**config.mk**
```make
export PLATFORM = sky130hd
export DESIGN_NAME = key_debouncer
export DESIGN_NICKNAME = d
export VERILOG_FILES = /design/src/rtl/key_debouncer.sv
export SDC_FILE = /design/constraint.sdc
export NUM_CORES = 1
export LEC_CHECK = 0
export BUFFER_PORTS_ARGS = -buffer_cell sky130_fd_sc_hd__clkbuf_2
export CORE_MARGIN = 2
export CORE_UTILIZATION = 45
export CTS_CLUSTER_DIAMETER = 120
export CTS_CLUSTER_SIZE = 12
export DETAILED_ROUTE_END_ITERATION = 12
export PLACE_DENSITY_LB_ADDON = 0.3
export SLEW_MARGIN = 40
export SYNTH_ARGS = -nofsm -noshare
export SYNTH_HDL_FRONTEND = slang
export SYNTH_SLANG_ARGS = --single-unit
export TNS_END_PERCENT = 5
```
**constraint.sdc**
```tcl
create_clock -name clock_50_MHz -period 5.75 [get_ports clock_50_MHz]
set_input_delay 1.15 -clock clock_50_MHz [delete_from_list [all_inputs] [get_ports clock_50_MHz]]
set_output_delay 1.15 -clock clock_50_MHz [all_outputs]
set_load 0.005 [all_outputs]
```
**src/rtl/key_debouncer.sv**
```systemverilog
`default_nettype none
// +--------------------------------------------------------------------------+
// | key_debouncer                                                            |
// | Synchronises and debounces active-low push buttons; per-key level,       |
// | press/release pulses and a press-toggled flag.                           |
// | Revision: 1.0                                                            |
// +--------------------------------------------------------------------------+
module key_debouncer #(
  parameter int N_KEYS        = 4,
  parameter int STABLE_CYCLES = 1_000_000,
  parameter int CNT_WIDTH     = 20
) (
  input  logic              clock_50_MHz,
  input  logic              reset_n,
  input  logic [N_KEYS-1:0] key_n,
  output logic [N_KEYS-1:0] pressed,
  output logic [N_KEYS-1:0] press_pulse,
  output logic [N_KEYS-1:0] release_pulse,
  output logic [N_KEYS-1:0] toggle
);

  localparam logic [CNT_WIDTH-1:0] c_cnt_last = CNT_WIDTH'(STABLE_CYCLES - 1);

  logic [N_KEYS-1:0] r_sync1;
  logic [N_KEYS-1:0] r_sync2;

  // Synchroniser resets to "released" so a key held through reset reads as a press.
  always_ff @(posedge clock_50_MHz or negedge reset_n) begin
    if (!reset_n) begin
      r_sync1 <= '1;
      r_sync2 <= '1;
    end else begin
      r_sync1 <= key_n;
      r_sync2 <= r_sync1;
    end
  end

  for (genvar i = 0; i < N_KEYS; i++) begin : g_key
    logic                 w_sample;
    logic [CNT_WIDTH-1:0] r_cnt;
    logic                 r_pressed;
    logic                 r_press_pulse;
    logic                 r_release_pulse;
    logic                 r_toggle;

    assign w_sample = ~r_sync2[i];

    always_ff @(posedge clock_50_MHz or negedge reset_n) begin
      if (!reset_n) begin
        r_cnt           <= '0;
        r_pressed       <= 1'b0;
        r_press_pulse   <= 1'b0;
        r_release_pulse <= 1'b0;
        r_toggle        <= 1'b0;
      end else if (w_sample != r_pressed) begin
        if (r_cnt == c_cnt_last) begin
          r_pressed       <= w_sample;
          r_cnt           <= '0;
          r_press_pulse   <= w_sample;
          r_release_pulse <= ~w_sample;
          r_toggle        <= r_toggle ^ w_sample;
        end else begin
          r_cnt           <= r_cnt + CNT_WIDTH'(1);
          r_press_pulse   <= 1'b0;
          r_release_pulse <= 1'b0;
        end
      end else begin
        // Any agreeing sample restarts the stability window.
        r_cnt           <= '0;
        r_press_pulse   <= 1'b0;
        r_release_pulse <= 1'b0;
      end
    end

    assign pressed[i]       = r_pressed;
    assign press_pulse[i]   = r_press_pulse;
    assign release_pulse[i] = r_release_pulse;
    assign toggle[i]        = r_toggle;
  end

endmodule
`default_nettype wire
```
Yosys cells after proc, flatten, opt, wreduce, memory -nomap -nowiden. Index checks and enable logic that the tools add are counted.

Flip-flop bits (word level): 104. Output and inout port bits: 16.

$add $sub $neg: 4. Equality and inequality tests: 8. Multiplexer cells: 24. Bitwise logic cells: 8. Reduce and logical (&&, ||, !) cells: 4.

Operator list (count): two-way mux 20 bit (8); adder 20 x 1 -> 20 bit (second input constant) (4); equality test 20 bit (second input constant) (4); two-way mux 1 bit (16); AND reduction 2 bit (4); != test 1 bit (4); inverter 1 bit (4); bitwise XOR 1 bit (4).

Longest topological paths before layout. Gate-level depths: netlist (run 1).

Word-level depth: 3. Mapped depth: 6.

Worst setup path after synthesis (run 1). No wires, ideal clock.

Path kind: flip-flop to flip-flop. From: reg g_key[0].r_cnt[12]. To: reg g_key[0].r_toggle. Arrival time: 2020 ps. Data required time: 5628 ps. Path slack: 3607 ps. Cell stages (with the launch flop): 5. Buffers on the path: 0. Clock period less this slack: 2143 ps. Cell sequence: dfrtp_1 -> or4_1 -> or4_4 -> or4_4 -> xnor2_2.

Longest elaborated chain between the ends: 2.

RTL lines: from (decl) (RTL line 40) `logic [CNT_WIDTH-1:0] r_cnt;`; from (signal assigned) (RTL line 63) `r_cnt <= r_cnt + CNT_WIDTH'(1);`; equality test 20 bit (RTL line 56) `if (r_cnt == c_cnt_last) begin`; AND reduction 2 bit (no line); to (signal assigned) (RTL line 61) `r_toggle <= r_toggle ^ w_sample;`; to (decl) (RTL line 44) `logic r_toggle;`.

No other way between the ends. A chain may end at the register's enable or synchronous reset.

Worst setup path in the final report (run 1).
From: reg g_key[1].r_cnt[6]. To: reg g_key[1].r_cnt[18].

Longest elaborated chain between the ends: 3. Elaborated cells between the ends (all ways): 4.

RTL lines: from (decl) (RTL line 40); from (signal assigned) (RTL line 63); adder 20 x 1 -> 20 bit or equality test 20 bit (tied branches) (RTL line 63, 56); two-way mux 20 bit (*) (RTL line 56); two-way mux 20 bit (*) (RTL line 55) `end else if (w_sample != r_pressed) begin`.

Mark *: on every way between the ends. The rest lies on a longest branch, timed or not.

==> results of run 1 <==
routing by layer:
metal  GRT usage  part of all wire  routed length, µm
met1       0.220              0.49               4150
met2       0.250              0.46               3850
met3      0.0325             0.032                271
met4      0.0549             0.015                130
met5           0                 0                  0
final timing paths:
| path | endpoint | slack (ns) | cells after the start |
|---|---|---|---|
| max | g_key[1].r_cnt[18] | 3.16 | 5 |
| min | r_sync2[3] | 0.36 | 0 |
| max reg2reg | g_key[1].r_cnt[18] | 3.16 | 5 |
| min reg2reg | r_sync2[3] | 0.36 | 0 |
| max in group asynchronous | g_key[1].r_cnt[8] | 3.82 | 2 |
| min in group asynchronous | g_key[2].r_toggle | 0.76 | 1 |
synth_stat cells (all sizes together) (14+ instances only):
library cell,count,area (µm²)
nor3,14,70.1
nand3,30,155
dfrtp,96,2400
xor2,24,210
o21ai,23,123
xnor2,33,297
nand2,32,120
nor2,60,225
buf,22,153
or4,21,173
nand4,16,100
a21oi,22,110
cell type report:
| type | count | area [µm²] | area share |
|---|---|---|---|
| Timing Repair Buffer | 24 | 130 | 0.0249 |
| Inverter | 13 | 48.8 | 0.00932 |
| Multi-Input combinational cell | 341 | 2070 | 0.396 |
| Clock buffer | 10 | 128 | 0.0244 |
| Tap cell | 140 | 175 | 0.0335 |
| Sequential cell | 104 | 2610 | 0.499 |
| Clock inverter | 6 | 67.6 | 0.0129 |
metrics by stage:
stage,total power [mW],hold WS [ns]
6_report,1.24,0.359
5_1_grt,1.30,0.370
4_1_cts,1.27,0.361
3_5_place_dp,0.810,0.347
3_3_place_gp,0.808,0.346
2_1_floorplan,0.786,0.345
registers in the layout, summed over array words and instances, names as in the netlist:
name,count
r_sync2,4
g_key.r_cnt,80
g_key.r_pressed,4
g_key.r_press_pulse,4
g_key.r_toggle,4
r_sync1,4
g_key.r_release_pulse,4
worst max-delay path: cells and delay by family (launching register included):
kind / cells / cell delay (ns)
and+or+nand+nor: 2 / 1.07
AOI/OAI and AO/OA: 2 / 0.67
DFF: 1 / 0.44
buffers and inverters: 1 / 0.30
cells in the final DEF (no fill, tap or decap), types with 2 or more instances in the layout:
cell type	count
inv_1	13
o21ai_1	2
or4_4	4
and4_1	3
o21ai_2	2
and2_1	3
xnor2_1	32
and3_1	7
or3_1	13
or2_2	5
a21oi_1	22
nand4_1	16
nor4_2	2
or4_1	17
or4b_1	3
clkinvlp_4	2
nand2_1	32
buf_4	4
nand2b_1	2
nor4_1	10
dfrtp_1	96
xor2_1	24
nor2_1	60
nand3_1	29
ha_1	4
o31ai_1	10
clkbuf_8	9
dfstp_2	8
clkbuf_2	20
nor3_1	14
o21ai_0	19
kinds of logic (layout without fill, tap and decap cells):
group / Yosys count / after routing / share of synthesized area
fa+ha+maj: 4 / 4 / 0.0102
flops: 104 / 104 / 0.532
buf+inv: 41 / 53 / 0.0456
xor+xnor: 57 / 57 / 0.103
simple gates: 224 / 224 / 0.245
compound gates: 56 / 56 / 0.0645
power breakdown:
group,switching [mW],leakage (nW),internal [mW],total (mW)
registers,0.00961,1.42,0.743,0.752
logic,0.0303,0.618,0.0113,0.0417
clock network,0.248,0.0929,0.203,0.451
==> impl_metrics.ini, run 1 <==
[timing]
setup-tns-final_ns = 0
timing.clock.skew_ns = 0.00708
min_period_ns = 2.59
achievable-frequency_mhz = 387
grt_setup_unrepaired = false
setup_violations = 0
fin_crit_sh = 0.450
layout_setup_ws_ns = 3.16
timing.final.hold_violations = 0
worst_margin_slew_ns = 0.788
timing.max_slew.rel_slack = 0.475
report.final.slew_viol_count = 0

[critical_path]
timing.critical_path.cells = or4b_1 > or4_4 > o21ai_1 > buf_4 > a21oi_1
worstReg2RegStart = g_key[1].r_cnt[6]
worst_setup_path_end_kind = register
slowest_delay_ns = 0.61
path_class = reg -> reg
critical_path.max_fanout = 11
crit_path_start = g_key[1].r_cnt[6]
worst-endpoint-arrival_ns = 2.84
worstSetupStartpointType = register
cp.required_ns = 6.00
critical-path-slowest-cell = o21ai_1

[logic_synthesis]
postSynth.asyncResetShare = 1.00
post_synth_edffs = 0
synth-seq-area-share = 0.532
synth_area_per_cell_um2 = 10.1
postSynth.topFlopCell = dfrtp_1
ys_ff_latch = 104
ys_warn_count = 0
post_synth_instance_area_um2 = 4910
mappedNetlistNets = 496
yosysUniqueCellTypes = 36
synth_cells = 486

[outcome]
outcome = completed

[layout]
final_net_count = 503
post_route_standard_cell_area_excluding_fillers_um2 = 5240
filler_cell_count = 1024
layoutNonFillerInstCount = 638
fin_util = 0.487
layout-area-overhead-vs-synth_pct = 6.62
antenna_diode_instance_count = 0
post_route_cells_drive_above_1_share = 0.129

[die]
boundaryPins = 22
die_height_um = 108
chipWidth_um = 108
design.core.area_um2 = 10700
dieArea_um2 = 11800
row_count = 38
initial_core_util = 0.457

[cts]
clk-insertion-delay-late_ns = 0.37
clk_path_buf_depth = 2
hold_buffer_count_at_cts = 0
tritoncts_clock_tree = built
post-cts-setup-buffers = 0
htree_num_levels = 3
path_clk_slew_ns = 0.10
cts_root_buf = clkbuf_8
number_of_clock_sinks_seen_by_cts = 104
cts_resized = 0
tritoncts_buffers = 9

[global_routing]
global_route_wire_length_before_repair_um = 15100
maximum_number_of_pins_on_one_net_before_global_route_repair = 58
initial_antenna_violation_count = 0
globalRouteTotalUtil = 0.159
first_global_vias = 3305
grt_overflow_total = 0

[placement]
dpl.hpwl_um = 5660
port-buffer-count = 21
post-place-ws_ns = 3.16
dp.cells = 622
placed_area_um2 = 5040
place_congestion = 0.795

[power]
irDropWorstVdd_v = 0.000101
leakage_nw = 2.13
power_density_nw_per_um2 = 238

[detailed_routing]
detail_route.wirelength_um = 8400
detail_route.iter0.violations = 186
drt-pass1-iter-count = 4
vias_per_cell = 5.34
vias = 3404
drt_drc_violations_left = 0
routed_wire_length_per_instance_um = 13.2
drt.antenna.violating_nets = 0

[job]
cap_viol_max_count = 0

[hold_path]
min_delay_startpoint = r_sync1[3]
min_path_type = reg -> reg
(Power assumes the default switching activity.)
==> run 2, diff against run 1 <==
clock period = 2.3 ns   (was 5.75 ns; I/O delays follow)
==> run 2 against run 1 <==
  * Sequential share of layout area decreased by 0.89 points
  * Highest routed layer unchanged
  * Critical path depth decreased by 1
  * Critical endpoint is now g_key[0].r_toggle
  * Largest cell class unchanged
  * Wire length increased by 4.1%
  * Critical path type unchanged
  * Worst setup slack got worse by 3.0 ns
  * Maximum frequency increased by 19%
  * Clock skew increased by 0.0066 ns
  * Register-to-register slack got worse by 3.0 ns
  * Combinational power increased to 2.6 times the previous value
  * Final cell count increased by 0.94%
==> impl_metrics.ini, run 2 (synthesis gave the netlist of run 1 again) <==
[outcome]
outcome = completed

[detailed_routing]
drt.antenna.violating_nets = 0
drt_drc_violations_left = 0
routed_wire_length_per_instance_um = 13.6
vias = 3465
detail_route.iter0.violations = 154
drt-pass1-iter-count = 4
detail_route.wirelength_um = 8740
vias_per_cell = 5.38

[layout]
largest_register_ffs = 80
final_common_cell = dfrtp_1
fin_util = 0.496
layout-area-overhead-vs-synth_pct = 8.56
largest-register = g_key.r_cnt
most-common-layout-cells = dfrtp_1 (96), nor2_1 (60), nand2_1 (32), xnor2_1 (32), nand3_1 (29)
post_route_cells_drive_above_1_share = 0.137
final_net_count = 509
antenna_diode_instance_count = 0
layoutNonFillerInstCount = 644

[cts]
tritoncts_buffers = 9
htree_num_levels = 3
clk_path_buf_depth = 2
cts_resized = 0
clk-insertion-delay-late_ns = 0.37
path_clk_slew_ns = 0.10
cts_root_buf = clkbuf_8
hold_buffer_count_at_cts = 0
number_of_clock_sinks_seen_by_cts = 104
tritoncts_clock_tree = built
post-cts-setup-buffers = 0

[power]
leakage_nw = 2.18
irDropWorstVdd_v = 0.000509
design_power_total_mw = 3.29
power_density_nw_per_um2 = 617

[die]
initial_core_util = 0.457
die_height_um = 108
design.core.area_um2 = 10700
row_count = 38
boundaryPins = 22
dieArea_um2 = 11800
chipWidth_um = 108

[critical_path]
timing.reg2reg.setup_slack_ns = 0.12
path_class = reg -> reg
critical_path.max_fanout = 5
cp.required_ns = 2.57
worst_setup_path_end_kind = register
worstSetupStartpointType = register
worst-endpoint-arrival_ns = 2.45
worst-r2r-cell-count = 4
worstReg2RegEnd = g_key[0].r_toggle
worstReg2RegStart = g_key[0].r_cnt[13]

[placement]
place_congestion = 0.781
dpl.hpwl_um = 5750
dp.cells = 628
port-buffer-count = 21
post-place-ws_ns = 0.136

[job]
cap_viol_max_count = 0

[global_routing]
grt_overflow_total = 0
global_route_wire_length_before_repair_um = 15000
globalRouteTotalUtil = 0.160
first_global_vias = 3398
initial_antenna_violation_count = 0
maximum_number_of_pins_on_one_net_before_global_route_repair = 105

[timing]
worst_margin_slew_ns = 0.547
timing.max_slew.rel_slack = 0.632
grt_setup_unrepaired = false
achievable-frequency_mhz = 459
layout_setup_ws_ns = 0.121
report.final.slew_viol_count = 0
setup-tns-final_ns = 0
fin_crit_sh = 0.947
setup_violations = 0
min_period_ns = 2.18
timing.clock.skew_ns = 0.0137
timing.final.hold_violations = 0

[hold_path]
min_path_type = in -> async
-- run 2: worst max path at each step --
stage | startpoint | to | slack [ns] | cells after the start
final | g_key[0].r_cnt[13] | g_key[0].r_toggle | 0.12 | 4
after floorplan | g_key[0].r_cnt[12] | g_key[0].r_toggle | 0.16 | 4
after detailed placement | g_key[0].r_cnt[13] | g_key[0].r_toggle | 0.14 | 4
after CTS | g_key[0].r_cnt[13] | g_key[0].r_toggle | 0.12 | 4
after global routing | g_key[1].r_cnt[0] | g_key[1].r_cnt[18] | 0.007 | 5
after global placement | g_key[0].r_cnt[13] | g_key[0].r_toggle | 0.16 | 4
-- run 2: report_power, final --
part | leakage, nW | internal (mW) | switching, mW | total (mW)
registers | 1.42 | 1.86 | 0.0248 | 1.88
clock network | 0.117 | 0.704 | 0.593 | 1.30
logic | 0.651 | 0.0334 | 0.0751 | 0.109
-- run 2: layout make-up --
type,count,area [µm²]
Clock buffer,14,173
Clock inverter,2,60.1
Fill cell,1002,5410
Inverter,13,48.8
Multi-Input combinational cell,341,2070
Sequential cell,104,2610
Tap cell,140,175
Timing Repair Buffer,30,188
-- run 2: metal layers --
metal / part of all wire / vias to the layer above / global-route usage
met3: 0.030 / 9 / 0.0325
met4: 0.016 / 0 / 0.0723
met2: 0.47 / 38 / 0.254
met5: 0 / - / 0
li1: - / 1720 / -
met1: 0.49 / 1698 / 0.212
-- run 2: through the flow --
step / instance area [µm²] / hold slack, ns
floorplan: 4910 / 0.164
detailed placement: 5100 / 0.347
CTS: 5330 / 0.138
global placement: 5100 / 0.345
finish: 5330 / 0.131
global route: 5330 / 0.143
-- run 2: critical path: stages, from the launching register on --
cell and delay [ns]:
dfrtp_1 0.43, or4_1 0.52, or4_4 0.54, or4_4 0.45, xnor2_2 0.14
==> run 3, diff against run 2 <==
RECOVER_POWER = 100   (was default)
==> run 3 against run 2 <==
  * Count of clock-buffer cells in the layout is the same
  * Sequential cell count unchanged
  * Largest power group unchanged
  * Sequential share of layout area up 0.63 points
  * Register-to-register slack lost 0.04 ns
  * Sequential power barely moved
  * Core utilization shrank 0.63 points
  * Non-clock buffer count unchanged
==> impl_metrics.ini, run 3 (synthesis gave the netlist of run 1 again) <==
[critical_path]
worstReg2RegStart = g_key[0].r_cnt[13]
slowest_delay_ns = 0.53
crit_path_start = g_key[0].r_cnt[13]
setup.worst_path.end = g_key[0].r_toggle
worst_setup_path_end_kind = register
worstSetupStartpointType = register
cp.required_ns = 2.56
critical-path-slowest-cell = or4_4
timing.reg2reg.setup_slack_ns = 0.08
worst-endpoint-arrival_ns = 2.48
worstReg2RegEnd = g_key[0].r_toggle
path_class = reg -> reg
worst_path_most_repeated_cell = or4_1
critical_path.max_fanout = 5
timing.critical_path.cells = or4_1 > or4_4 > or4_1 > xnor2_2
worst-r2r-cell-count = 4

[placement]
port-buffer-count = 21
dpl.hpwl_um = 5750
place_congestion = 0.781
dp.cells = 628

[detailed_routing]
routed_wire_length_per_instance_um = 13.5
vias_per_cell = 5.35
drt_drc_violations_left = 0
drt-pass1-iter-count = 4
vias = 3447
drt.antenna.violating_nets = 0
detail_route.iter0.violations = 128
detail_route.wirelength_um = 8730

[timing]
timing.clock.skew_ns = 0.0149
grt_setup_unrepaired = false
fin_crit_sh = 0.965
worst_margin_slew_ns = 1.35
setup_violations = 0
setup-tns-final_ns = 0
timing.final.hold_violations = 0
min_period_ns = 2.22
achievable-frequency_mhz = 451
timing.max_slew.rel_slack = 0.0975
report.final.slew_viol_count = 0

[job]
cap_viol_max_count = 0

[outcome]
outcome = completed

[hold_path]
min_path_type = in -> reg
min_path_cells = 1

[layout]
filler_cell_count = 1023
largest_register_ffs = 80
largest-register = g_key.r_cnt
post_route_cells_drive_above_1_share = 0.0972
most-common-layout-cells = dfrtp_1 (96), nor2_1 (60), nand2_1 (32), xnor2_1 (32), nand3_1 (29)
layoutNonFillerInstCount = 644
final_net_count = 509
antenna_diode_instance_count = 0
final_common_cell = dfrtp_1
layout-area-overhead-vs-synth_pct = 7.18

[global_routing]
first_global_vias = 3398
use_met3 = 0.0325
globalRouteTotalUtil = 0.160
top_usage_layer = met2
grt_use_met1 = 0.212
groute.layer.met2.usage = 0.254
maximum_number_of_pins_on_one_net_before_global_route_repair = 105
global_route_wire_length_before_repair_um = 15000
initial_antenna_violation_count = 0
grt_overflow_total = 0

[power]
power_frac_seq = 0.575
design_power_total_mw = 3.27
leakage_nw = 2.12
power_density_nw_per_um2 = 622
irDropWorstVdd_v = 0.000510
combinationalPowerShare = 0.031
power.switching_mw = 0.685
power.share.switching = 0.209
power.share.clock = 0.394
cellInternalPower_mw = 2.59

[cts]
post-cts-setup-buffers = 0
htree_num_levels = 3
cts_resized = 0
path_clk_slew_ns = 0.09
number_of_clock_sinks_seen_by_cts = 104
tritoncts_buffers = 9
clk_path_buf_depth = 2
hold_buffer_count_at_cts = 0
cts_root_buf = clkbuf_8
tritoncts_clock_tree = built
clk-insertion-delay-late_ns = 0.37

[die]
chipWidth_um = 108
die_height_um = 108
dieArea_um2 = 11800
initial_core_util = 0.457
design.core.area_um2 = 10700
row_count = 38
boundaryPins = 22
-- run 3: cell count changes in the layout (fill, tap and decap cells not counted), moves of 2 or more --
cell      before  now
clkbuf_1       2   14
clkbuf_2      20   10
buf_4          9    3
clkbuf_4       0    4
or4_1         17   20
or4_4          4    1
nor4_1        10   12
nor4_2         2    0
o21ai_2        2    0
-- run 3: critical path, delay by kind of cell (launching register included) --
family / cells / cell delay (ns)
AND/OR/NAND/NOR: 3 / 1.52
flip-flops: 1 / 0.43
XOR/XNOR: 1 / 0.16
-- run 3: per-layer routing --
metal | vias up | share of wire | routed length, µm
met3 | 5 | 0.030 | 259
met4 | 0 | 0.012 | 105
li1 | 1719 | - | -
met2 | 33 | 0.47 | 4070
met1 | 1690 | 0.49 | 4290
met5 | - | 0 | 0
-- run 3: through the flow --
stage               setup slack [ns]   util  hold slack [ns]  cell area [µm²]
floorplan                      0.157      -            0.164             4910
global placement               0.159  0.474            0.345             5100
detailed placement             0.136  0.474            0.347             5100
CTS                            0.122  0.496            0.138             5330
global route                 0.00602  0.490            0.143             5260
finish                        0.0805  0.490            0.161             5260
-- run 3: area by class of cell --
cell class | instances | area, µm² | area share
clock buffer | 14 | 173 | 0.0328
inverter | 13 | 48.8 | 0.00927
multi-input combinational | 341 | 2040 | 0.388
clock inverter | 2 | 60.1 | 0.0114
timing repair buffer | 30 | 151 | 0.0288
tap | 140 | 175 | 0.0333
sequential | 104 | 2610 | 0.496
-- run 3: power groups by stage --
stage                     registers (mW)  clock network, mW  logic [mW]
after global placement              1.92                  0       0.111
after global routing                1.89               1.40       0.120
final                               1.88               1.29       0.102
after floorplan                     1.91                  0      0.0522
after detailed placement            1.92                  0       0.113
after CTS                           1.88               1.33       0.113
-- run 3: worst min path at each step --
stage | start | end | slack (ns)
floorplan | reset_n | g_key[0].r_cnt[0] | 0.16
global placement | r_sync1[3] | r_sync2[3] | 0.35
detailed placement | r_sync1[3] | r_sync2[3] | 0.35
CTS | key_n[2] | r_sync1[2] | 0.14
global route | key_n[0] | r_sync1[0] | 0.14
finish | key_n[2] | r_sync1[2] | 0.16
